--- config.mk ---
export PLATFORM = sky130hd
export DESIGN_NAME = vm_ctrl
export DESIGN_NICKNAME = d
export VERILOG_FILES = /design/src/rtl/vm_pkg.sv /design/src/rtl/vm_timeout.sv /design/src/rtl/vm_ctrl.sv
export SDC_FILE = /design/constraint.sdc
export NUM_CORES = 1
export LEC_CHECK = 0
export CORE_UTILIZATION = 50
export DETAILED_ROUTE_END_ITERATION = 12
export GPL_TIMING_DRIVEN = 0
export PLACE_DENSITY = 0.71
export SYNTH_ARGS = -nofsm -noshare
export SYNTH_HDL_FRONTEND = slang
export SYNTH_SLANG_ARGS = --single-unit
--- constraint.sdc ---
create_clock -name clk -period 3.5 [get_ports clk]
set_input_delay 0.7 -clock clk [delete_from_list [all_inputs] [get_ports clk]]
set_output_delay 0.7 -clock clk [all_outputs]
set_load 0.02 [all_outputs]
--- src/rtl/vm_pkg.sv ---
// Shared types and coin helpers for the vending controller; purely combinational.
// No latency and no flow control: functions only.
package vm_pkg;

    typedef enum logic [1:0] {IDLE, CREDIT, VEND, CHANGE} state_t;

    localparam logic [1:0] COIN_10  = 2'd0;
    localparam logic [1:0] COIN_20  = 2'd1;
    localparam logic [1:0] COIN_50  = 2'd2;
    localparam logic [1:0] COIN_100 = 2'd3;

    function automatic logic [8:0] coin_value(input logic [1:0] ctype);
        case (ctype)
            COIN_10:  coin_value = 9'd10;
            COIN_20:  coin_value = 9'd20;
            COIN_50:  coin_value = 9'd50;
            default:  coin_value = 9'd100;
        endcase
    endfunction

    // Greedy refund: biggest coin that does not exceed the remaining credit.
    function automatic logic [1:0] largest_coin(input logic [8:0] credit);
        if (credit >= 9'd100)
            largest_coin = COIN_100;
        else if (credit >= 9'd50)
            largest_coin = COIN_50;
        else if (credit >= 9'd20)
            largest_coin = COIN_20;
        else
            largest_coin = COIN_10;
    endfunction

endpackage

--- src/rtl/vm_timeout.sv ---
// Idle counter: runs while run=1, cleared by clr or !run; expire pulses combinationally
// on the cycle the count sits at TIMEOUT-1, then the count wraps to zero. No backpressure.
module vm_timeout #(
    parameter int TIMEOUT = 1000000
) (
    input  logic clk,
    input  logic rst,
    input  logic run,
    input  logic clr,
    output logic expire
);

    localparam int CW = $clog2(TIMEOUT);
    localparam logic [CW-1:0] LAST = CW'(TIMEOUT - 1);

    logic [CW-1:0] cnt_q, cnt_d;

    always_comb begin
        cnt_d  = cnt_q;
        expire = 1'b0;
        if (clr || !run) begin
            cnt_d = '0;
        end else if (cnt_q == LAST) begin
            cnt_d  = '0;
            expire = 1'b1;
        end else begin
            cnt_d = cnt_q + CW'(1);
        end
    end

    always_ff @(posedge clk or posedge rst) begin
        if (rst)
            cnt_q <= '0;
        else
            cnt_q <= cnt_d;
    end

endmodule

--- src/rtl/vm_ctrl.sv ---
// Vending controller: coin credit, product vend handshake, greedy coin refund.
// All outputs registered, one cycle after the input; vend/chg requests hold until acked.
module vm_ctrl
    import vm_pkg::*;
#(
    parameter int PRICE0     = 120,
    parameter int PRICE1     = 150,
    parameter int PRICE2     = 200,
    parameter int PRICE3     = 250,
    parameter int MAX_CREDIT = 300,
    parameter int TIMEOUT    = 1000000
) (
    input  logic       clk,
    input  logic       rst,
    input  logic       coin_valid,
    input  logic [1:0] coin_type,
    input  logic       sel_valid,
    input  logic [1:0] sel_id,
    input  logic       cancel,
    output logic       vend_req,
    output logic [1:0] vend_id,
    input  logic       vend_ack,
    output logic       chg_req,
    output logic [1:0] chg_coin,
    input  logic       chg_ack,
    output logic [8:0] credit,
    output logic       coin_reject,
    output logic       no_funds,
    output logic       busy
);

    function automatic logic [8:0] price_of(input logic [1:0] id);
        case (id)
            2'd0:    price_of = 9'(PRICE0);
            2'd1:    price_of = 9'(PRICE1);
            2'd2:    price_of = 9'(PRICE2);
            default: price_of = 9'(PRICE3);
        endcase
    endfunction

    state_t     state_q, state_d;
    logic [8:0] credit_q, credit_d;
    logic       vend_req_q, vend_req_d;
    logic [1:0] vend_id_q, vend_id_d;
    logic       chg_req_q, chg_req_d;
    logic [1:0] chg_coin_q, chg_coin_d;
    logic       coin_reject_q, coin_reject_d;
    logic       no_funds_q, no_funds_d;
    logic       busy_q, busy_d;

    logic       tmo_clr, tmo_expire, refund;
    logic [9:0] coin_sum;
    logic [8:0] sel_price;
    logic       coin_fits, sel_ok;

    // Ten-bit sum so a coin on top of a full 511 ceiling cannot wrap.
    assign coin_sum  = {1'b0, credit_q} + {1'b0, coin_value(coin_type)};
    assign coin_fits = coin_sum <= 10'(MAX_CREDIT);
    assign sel_price = price_of(sel_id);
    assign sel_ok    = credit_q >= sel_price;

    vm_timeout #(.TIMEOUT(TIMEOUT)) u_timeout (
        .clk    (clk),
        .rst    (rst),
        .run    (state_q == CREDIT),
        .clr    (tmo_clr),
        .expire (tmo_expire)
    );

    always_comb begin
        state_d       = state_q;
        credit_d      = credit_q;
        vend_req_d    = vend_req_q;
        vend_id_d     = vend_id_q;
        chg_req_d     = chg_req_q;
        chg_coin_d    = chg_coin_q;
        coin_reject_d = 1'b0;
        no_funds_d    = 1'b0;
        tmo_clr       = 1'b0;
        refund        = 1'b0;
        case (state_q)
            IDLE, CREDIT: begin
                if (cancel) begin
                    coin_reject_d = coin_valid;
                    refund        = (state_q == CREDIT);
                end else if (sel_valid) begin
                    coin_reject_d = coin_valid;
                    if (state_q == CREDIT && sel_ok) begin
                        credit_d   = credit_q - sel_price;
                        vend_req_d = 1'b1;
                        vend_id_d  = sel_id;
                        state_d    = VEND;
                    end else begin
                        no_funds_d = 1'b1;
                        tmo_clr    = 1'b1;
                    end
                end else if (coin_valid) begin
                    tmo_clr = 1'b1;
                    if (coin_fits) begin
                        credit_d = coin_sum[8:0];
                        state_d  = CREDIT;
                    end else begin
                        coin_reject_d = 1'b1;
                    end
                end else begin
                    refund = tmo_expire;
                end
                if (refund) begin
                    if (credit_q != '0) begin
                        state_d    = CHANGE;
                        chg_req_d  = 1'b1;
                        chg_coin_d = largest_coin(credit_q);
                    end else begin
                        state_d = IDLE;
                    end
                end
            end
            VEND: begin
                coin_reject_d = coin_valid;
                if (vend_req_q && vend_ack) begin
                    vend_req_d = 1'b0;
                    if (credit_q != '0) begin
                        state_d    = CHANGE;
                        chg_req_d  = 1'b1;
                        chg_coin_d = largest_coin(credit_q);
                    end else begin
                        state_d = IDLE;
                    end
                end
            end
            CHANGE: begin
                coin_reject_d = coin_valid;
                // After each ack the request rests one cycle before the next coin.
                if (chg_req_q) begin
                    if (chg_ack) begin
                        credit_d  = credit_q - coin_value(chg_coin_q);
                        chg_req_d = 1'b0;
                    end
                end else if (credit_q == '0) begin
                    state_d = IDLE;
                end else begin
                    chg_req_d  = 1'b1;
                    chg_coin_d = largest_coin(credit_q);
                end
            end
            default: state_d = IDLE;
        endcase
        busy_d = (state_d == VEND) || (state_d == CHANGE);
    end

    always_ff @(posedge clk or posedge rst) begin
        if (rst) begin
            state_q       <= IDLE;
            credit_q      <= '0;
            vend_req_q    <= 1'b0;
            vend_id_q     <= '0;
            chg_req_q     <= 1'b0;
            chg_coin_q    <= '0;
            coin_reject_q <= 1'b0;
            no_funds_q    <= 1'b0;
            busy_q        <= 1'b0;
        end else begin
            state_q       <= state_d;
            credit_q      <= credit_d;
            vend_req_q    <= vend_req_d;
            vend_id_q     <= vend_id_d;
            chg_req_q     <= chg_req_d;
            chg_coin_q    <= chg_coin_d;
            coin_reject_q <= coin_reject_d;
            no_funds_q    <= no_funds_d;
            busy_q        <= busy_d;
        end
    end

    assign vend_req    = vend_req_q;
    assign vend_id     = vend_id_q;
    assign chg_req     = chg_req_q;
    assign chg_coin    = chg_coin_q;
    assign credit      = credit_q;
    assign coin_reject = coin_reject_q;
    assign no_funds    = no_funds_q;
    assign busy        = busy_q;

endmodule

# == Word level (Yosys, flattened, before mapping) ==
# Cells that the tools add are included.
# word_totals
register_bits,40
latch_bits,0
ramBits,0
mem_bits_ro,0
input_bits,11
output_inout_bits,18
word_cells,131
mem_count,0
# op_classes
add_sub_neg,4
n_mul,0
div,0
n_lt_le_gt_ge,5
n_eq_ne,24
shift,0
mux,67
bitwise,1
n_reduce_logical,20
# op_table
cell,count
$mux 9,10
$pmux 7 s3,2
$mux 20,2
$mux 2,17
$mux 1,29
$pmux 8 s3,1
$add 20x1->20 const B,1
$eq 20x20->1 const B,1
$pmux 9 s2,1
$sub 9x9->9,2
$ne 2x2->1 const B,8
$eq 2x2->1 const B,7
$pmux 2 s3,2
$add 9x9->10,1
$le 10x9->1 const B,1
$ge 9x5->1 const B,1
$ge 9x6->1 const B,1
$ge 9x7->1 const B,1
$ge 9x9->1,1
$logic_not 9->1,1
$ne 3x3->1 const B,3
$reduce_bool 9->1,1
$eq 2x1->1 const B,4
$logic_not 2->1,4
13 further kinds,19

# == Logic depth before layout (Yosys ltp) ==
# depth
depth_word,18
ltp_mapped,14
mapped_depth_nobuf,12

# == Modules after synthesis ==
# A second synthesis with hierarchy kept.
# unflattened
hier_cells,402
area_unflattened_um2,3444.6
# by_module_without_submodules
module,n_inst,cells_per_inst,area_each_um2,seq_area_each_um2
vm_ctrl,1,299,2408.6,450.4
vm_timeout,1,103,1036.0,500.5

# == Least setup slack after synthesis ==
# Ideal clock, no wire load.
# synth_path
path_kind,in2reg
startpoint,input sel_id[1]
endpoint,"register vend_id_q[0], in the netlist vend_id[0]"
setup_ps,125
arrival_time_ps,3422
required_time_ps,3375
setup_slack_ps,-47
stages,11
n_path_buf,0
cell_sequence,inv_1 > ha_1 > or2_2 > ha_1 > fa_1 > nand2b_1 > a21oi_1 > nor2_1 > o21ai_1 > nor4b_1 > mux2_2
# synth_via
elab_chain_len,5
word_cells_on_any_way,7
classes_between,order compare (1); eq/ne (2); mux (1); reduce/logical (3)
# synth_rtl
item,line_no,text
"start, declared",vm_ctrl.sv:18,"input logic [1:0] sel_id,"
"$eq 2x2->1, or another cell as far along",vm_ctrl.sv:33,case (id)
$pmux 8 s3 *,vm_ctrl.sv:33,
$ge 9x9->1 *,vm_ctrl.sv:60,assign sel_ok = credit_q >= sel_price;
$logic_and 1x1->1 *,vm_ctrl.sv:88,if (state_q == CREDIT && sel_ok) begin
$reduce_and 4->1 (no source line) *,--,
"end signal, assigned",vm_ctrl.sv:166,vend_id_q <= vend_id_d;
"end, declared",vm_ctrl.sv:44,"logic [1:0] vend_id_q, vend_id_d;"
# Every way passes the cells marked *; elsewhere a longest branch is shown, timed or not.
# A chain may end at the register's enable or synchronous reset.

# == Worst setup path in the final report ==
# layout_path
startpoint,input sel_id[1]
endpoint,"register credit_q[4], in the netlist credit[4]"
# layout_via
elab_chain_len,7
word_cells_on_any_way,13
classes_between,add/sub (1); order compare (1); eq/ne (3); mux (5); reduce/logical (3)
# layout_rtl
item,line_no,text
"$eq 2x2->1, or another cell as far along",vm_ctrl.sv:33,
$pmux 8 s3 *,vm_ctrl.sv:33,
$sub 9x9->9,vm_ctrl.sv:89,credit_d = credit_q - sel_price;
$mux 9,vm_ctrl.sv:88,
$mux 9,vm_ctrl.sv:86,end else if (sel_valid) begin
$mux 9,vm_ctrl.sv:83,if (cancel) begin
$pmux 9 s2,vm_ctrl.sv:81,case (state_q)
"end signal, assigned",vm_ctrl.sv:164,credit_q <= credit_d;
"end, declared",vm_ctrl.sv:42,"logic [8:0] credit_q, credit_d;"
# Every way passes the cells marked *; elsewhere a longest branch is shown, timed or not. The select of a mux whose other input is x is not followed.

==> report_table.html <==
<table>
<tr><th>Metric</th><th>Value</th></tr>
<tr><th colspan="2">Layout</th></tr>
<tr><td>Multi-input logic area</td><td>0.00210 mm2</td></tr>
<tr><td>Final net count</td><td>439</td></tr>
<tr><td>Share of final-layout standard cells stronger than drive strength 1</td><td>12.9%</td></tr>
<tr><td>Antenna Cells</td><td>0</td></tr>
<tr><td>Area used by sequential logic in the layout</td><td>976 um2</td></tr>
<tr><td>Layout filler cell count</td><td>509</td></tr>
<tr><td>Area growth, synth to finish</td><td>20.8%</td></tr>
<tr><th colspan="2">Placement</th></tr>
<tr><td>Half-perimeter wire length of the detailed placement result</td><td>5.30 mm</td></tr>
<tr><td>Port buffer count</td><td>27</td></tr>
<tr><td>Post-place setup slack</td><td>-1.02 ns</td></tr>
<tr><td>RePlAce Congestion</td><td>0.864</td></tr>
<tr><th colspan="2">Synth</th></tr>
<tr><td>Most frequent cells after synthesis</td><td>sky130_fd_sc_hd__nor2_1, sky130_fd_sc_hd__dfrtp_1, sky130_fd_sc_hd__ha_1</td></tr>
<tr><td>EDFF count, synth</td><td>0</td></tr>
<tr><td>Synth Area in XOR/XNOR</td><td>7.88%</td></tr>
<tr><td>Synthesized cell area</td><td>0.00311 mm2</td></tr>
<tr><td>Main flop type after synthesis</td><td>sky130_fd_sc_hd__dfrtp_1</td></tr>
<tr><td>Yosys synthesis warning count</td><td>0</td></tr>
<tr><td>Portion of synthesized cell area occupied by the leading cell type</td><td>31.4%</td></tr>
<tr><td>Mean cell area of the mapped netlist</td><td>8.84 um2</td></tr>
<tr><td>Synth Instances</td><td>352</td></tr>
<tr><td>Dominant combinational cell family by area after synthesis</td><td>simple AND/OR/NAND/NOR gates</td></tr>
<tr><td>Area fraction in and, or, nand and nor cells after synthesis</td><td>21.1%</td></tr>
<tr><td>Mux contribution to synthesized area</td><td>4.74%</td></tr>
<tr><td>Async SR Flop Fraction</td><td>100%</td></tr>
<tr><td>Synthesized flop and latch total</td><td>39</td></tr>
<tr><td>Post-Synthesis Net Count</td><td>396</td></tr>
<tr><td>Compound-cell area share of the yosys netlist</td><td>16.6%</td></tr>
<tr><td>Sequential fraction of the synthesis area</td><td>31.4%</td></tr>
<tr><td>Area contributors post-synth</td><td>sky130_fd_sc_hd__dfrtp_1, sky130_fd_sc_hd__ha_1, sky130_fd_sc_hd__nor2_1</td></tr>
<tr><td>Leading cell type by number of instances after synthesis</td><td>sky130_fd_sc_hd__nor2_1</td></tr>
<tr><td>Synth area leader</td><td>sky130_fd_sc_hd__dfrtp_1</td></tr>
<tr><td>Adder-cell share of the synthesized area</td><td>14.0%</td></tr>
<tr><td>Synth unique cells</td><td>63</td></tr>
<tr><th colspan="2">Worst hold path</th></tr>
<tr><td>Hold WC Path Type</td><td>reg -&gt; reg</td></tr>
<tr><th colspan="2">Clock tree</th></tr>
<tr><td>Number of clock buffers inserted by TritonCTS</td><td>5</td></tr>
<tr><td>Clock H-tree levels</td><td>2</td></tr>
<tr><td>CTS sink count</td><td>39</td></tr>
<tr><td>Clock Pin Slew Worst Setup and Hold Paths</td><td>0.07 ns</td></tr>
<tr><td>Clk_lat worst skew</td><td>0.30 ns</td></tr>
<tr><td>Maximum number of buffers from clock root to sink</td><td>2</td></tr>
<tr><td>CTS root buf</td><td>sky130_fd_sc_hd__clkbuf_8</td></tr>
<tr><td>TritonCTS clock tree</td><td>yes</td></tr>
<tr><th colspan="2">Route</th></tr>
<tr><td>Post-DRT Antenna Nets</td><td>0</td></tr>
<tr><td>Detailed Routing Iterations Pass 1</td><td>4</td></tr>
<tr><td>Drc violations</td><td>0</td></tr>
<tr><td>Detail-routed net length per standard cell</td><td>15.5 um</td></tr>
<tr><td>Number of vias per cell after detailed routing</td><td>5.70</td></tr>
<tr><td>Routed WL</td><td>7.28 mm</td></tr>
<tr><td>Initial DRC count</td><td>174</td></tr>
<tr><td>Total number of vias</td><td>2685</td></tr>
<tr><th colspan="2">GRT</th></tr>
<tr><td>All-layer global routing usage</td><td>23.6%</td></tr>
<tr><td>Antenna violations before repair</td><td>0</td></tr>
<tr><td>Gr ovfl total</td><td>0</td></tr>
<tr><td>Global-route wire length before repair</td><td>11.8 mm</td></tr>
<tr><td>Via count of the first global-routing pass</td><td>2619</td></tr>
<tr><td>Largest net degree at the start of global routing</td><td>40</td></tr>
<tr><th colspan="2">Power and ir drop</th></tr>
<tr><td>Final Total Pwr</td><td>2930 uW</td></tr>
<tr><td>Leakage power of the design</td><td>0.00165 uW</td></tr>
<tr><td>Maximum VDD drop</td><td>0.415 mV</td></tr>
<tr><td>Power density over the cells</td><td>778 mW/mm2</td></tr>
<tr><th colspan="2">STA</th></tr>
<tr><td>Tcrit/Tclk final</td><td>98.3%</td></tr>
<tr><td>Tightest Pin Transition</td><td>1.19 ns</td></tr>
<tr><td>Pins over their slew limit</td><td>0</td></tr>
<tr><td>Relative slew slack</td><td>19.5%</td></tr>
<tr><td>Max Clk Rate</td><td>291 MHz</td></tr>
<tr><td>Post-route setup TNS</td><td>0 ns</td></tr>
<tr><td>Worst hold-check slack</td><td>0.493 ns</td></tr>
<tr><td>Number of setup violations in the final report</td><td>0</td></tr>
<tr><td>Final Worst Setup Slack</td><td>0.0599 ns</td></tr>
<tr><td>Final hold vios</td><td>0</td></tr>
<tr><td>Fin crit period</td><td>3.44 ns</td></tr>
<tr><td>Final setup skew</td><td>0.0146 ns</td></tr>
<tr><th colspan="2">Floorplanning</th></tr>
<tr><td>Horizontal die dimension</td><td>80.9 um</td></tr>
<tr><td>Ports placed on the boundary</td><td>29</td></tr>
<tr><td>Die Y</td><td>80.9 um</td></tr>
<tr><td>Count of standard-cell rows</td><td>28</td></tr>
<tr><td>Core Box Area</td><td>0.00596 mm2</td></tr>
<tr><td>Die Area</td><td>0.00654 mm2</td></tr>
<tr><td>Starting density of the core</td><td>52.2%</td></tr>
<tr><th colspan="2">Worst setup path</th></tr>
<tr><td>Worst-path fanout max</td><td>6</td></tr>
<tr><td>Element type at the critical path start</td><td>input pin</td></tr>
<tr><td>Req. time, crit path</td><td>3.67 ns</td></tr>
<tr><td>Crit path capture type</td><td>register</td></tr>
<tr><td>Flop-to-flop setup slack</td><td>0.57 ns</td></tr>
<tr><td>Kind of critical path</td><td>in -&gt; reg</td></tr>
<tr><td>Endpoint arrival time on the critical path</td><td>3.61 ns</td></tr>
<tr><th colspan="2">Flow run</th></tr>
<tr><td>Reported max-cap violation count</td><td>0</td></tr>
<tr><th colspan="2">Run status</th></tr>
<tr><td>Outcome</td><td>finished, final reports clean</td></tr>
</table>
## flip-flops by register name, indices dropped and copies added (netlist names)
register         flops
no_funds             1
state_q              2
busy                 1
chg_coin             2
vend_req             1
u_timeout.cnt_q     20
vend_id              2
credit               8
chg_req              1
coin_reject          1
## cell usage in the layout, fill, tap and decap left out, types with 3 or more instances in the layout
| cell | instances |
|---|---|
| sky130_fd_sc_hd__o21ai_0 | 12 |
| sky130_fd_sc_hd__mux2i_1 | 8 |
| sky130_fd_sc_hd__clkbuf_8 | 5 |
| sky130_fd_sc_hd__nor2b_1 | 6 |
| sky130_fd_sc_hd__a21o_1 | 4 |
| sky130_fd_sc_hd__fa_1 | 3 |
| sky130_fd_sc_hd__o21a_1 | 7 |
| sky130_fd_sc_hd__and3_1 | 6 |
| sky130_fd_sc_hd__clkdlybuf4s50_1 | 24 |
| sky130_fd_sc_hd__buf_4 | 11 |
| sky130_fd_sc_hd__clkbuf_1 | 4 |
| sky130_fd_sc_hd__and2_1 | 3 |
| sky130_fd_sc_hd__ha_1 | 29 |
| sky130_fd_sc_hd__nand3_1 | 16 |
| sky130_fd_sc_hd__a21oi_1 | 18 |
| sky130_fd_sc_hd__inv_1 | 21 |
| sky130_fd_sc_hd__xnor2_1 | 11 |
| sky130_fd_sc_hd__a31oi_1 | 4 |
| sky130_fd_sc_hd__nand2b_1 | 5 |
| sky130_fd_sc_hd__nor3_1 | 7 |
| sky130_fd_sc_hd__nor2_1 | 47 |
| sky130_fd_sc_hd__nand2_1 | 15 |
| sky130_fd_sc_hd__a211oi_1 | 3 |
| sky130_fd_sc_hd__xor2_1 | 17 |
| sky130_fd_sc_hd__dfrtp_1 | 39 |
| sky130_fd_sc_hd__mux2_2 | 4 |
| sky130_fd_sc_hd__nand4_1 | 3 |
## logic make-up (layout without fill, tap and decap cells)
| family | Yosys count | after routing |
|---|---|---|
| compound gates | 75 | 75 |
| xor+xnor | 28 | 28 |
| fa+ha+maj | 33 | 33 |
| buf+inv | 32 | 76 |
| flops | 39 | 39 |
| mux | 14 | 14 |
| other cells | 1 | 1 |
| simple gates | 130 | 130 |
## routing by layer
metal  GRT usage (%)  share of wire (%)  vias up  wire, um
met5               0                  0        -         0
met4            7.14                1.1        0        80
met3            3.71                3.9        8       286
met2            39.3                 48       62      3530
met1            31.4                 46     1277      3390
li1                -                  -     1338         -
## critical path, cell delays in order
cell,delay [ns]
sky130_fd_sc_hd__clkdlybuf4s15_2,0.21
sky130_fd_sc_hd__inv_1,0.08
sky130_fd_sc_hd__ha_4,0.19
sky130_fd_sc_hd__or2_2,0.31
sky130_fd_sc_hd__ha_1,0.22
sky130_fd_sc_hd__fa_1,0.41
sky130_fd_sc_hd__nand2b_4,0.18
sky130_fd_sc_hd__a21oi_4,0.13
sky130_fd_sc_hd__nor2_1,0.08
sky130_fd_sc_hd__o21ai_2,0.16
sky130_fd_sc_hd__buf_4,0.17
sky130_fd_sc_hd__a311oi_2,0.12
sky130_fd_sc_hd__a21oi_2,0.17
sky130_fd_sc_hd__buf_6,0.14
sky130_fd_sc_hd__mux2_2,0.33
## what timing repair did
| item | CTS | global route |
|---|---|---|
| setup buffers | 5 | 4 |
| pin swaps | 4 | 4 |
| hold buffers | 0 | 0 |
| resized for setup | 14 | 12 |
| cloned | 0 | 0 |
| endpoints found under the setup margin | 33 | 17 |
## final timing paths
check	end	from	cells past startpoint
setup / recovery	credit[4]	sel_id[1]	15
setup reg to reg	credit[4]	credit[2]	10
min in group asynchronous	credit[5]	rst	2
max in group asynchronous	u_timeout.cnt_q[2]	rst	2
hold reg to reg	u_timeout.cnt_q[0]	u_timeout.cnt_q[0]	1
hold / removal	u_timeout.cnt_q[0]	u_timeout.cnt_q[0]	1
## layout make-up
class | instances | area share, %
Buffer | 9 | 1.26
Clock buffer | 5 | 1.83
Clock inverter | 3 | 1.16
Inverter | 23 | 2.30
Multi-Input combinational cell | 281 | 55.9
Sequential cell | 39 | 26.0
Tap cell | 75 | 2.50
Timing Repair Buffer | 36 | 9.05
## metrics by stage
stage                     utilization [%]  std cells  cell area [um2]
after global routing                 63.1        471             3760
after floorplan                         -        352             3120
after detailed placement             58.5        454             3490
after CTS                            62.0        467             3690
after global placement               58.5        454             3490
final                                63.1        471             3760
## report_power, final
part | internal (uW) | switching, uW
combinational | 856 | 1030
clock | 212 | 172
sequential | 526 | 129
No activity file was read; power rests on OpenSTA's default activity.
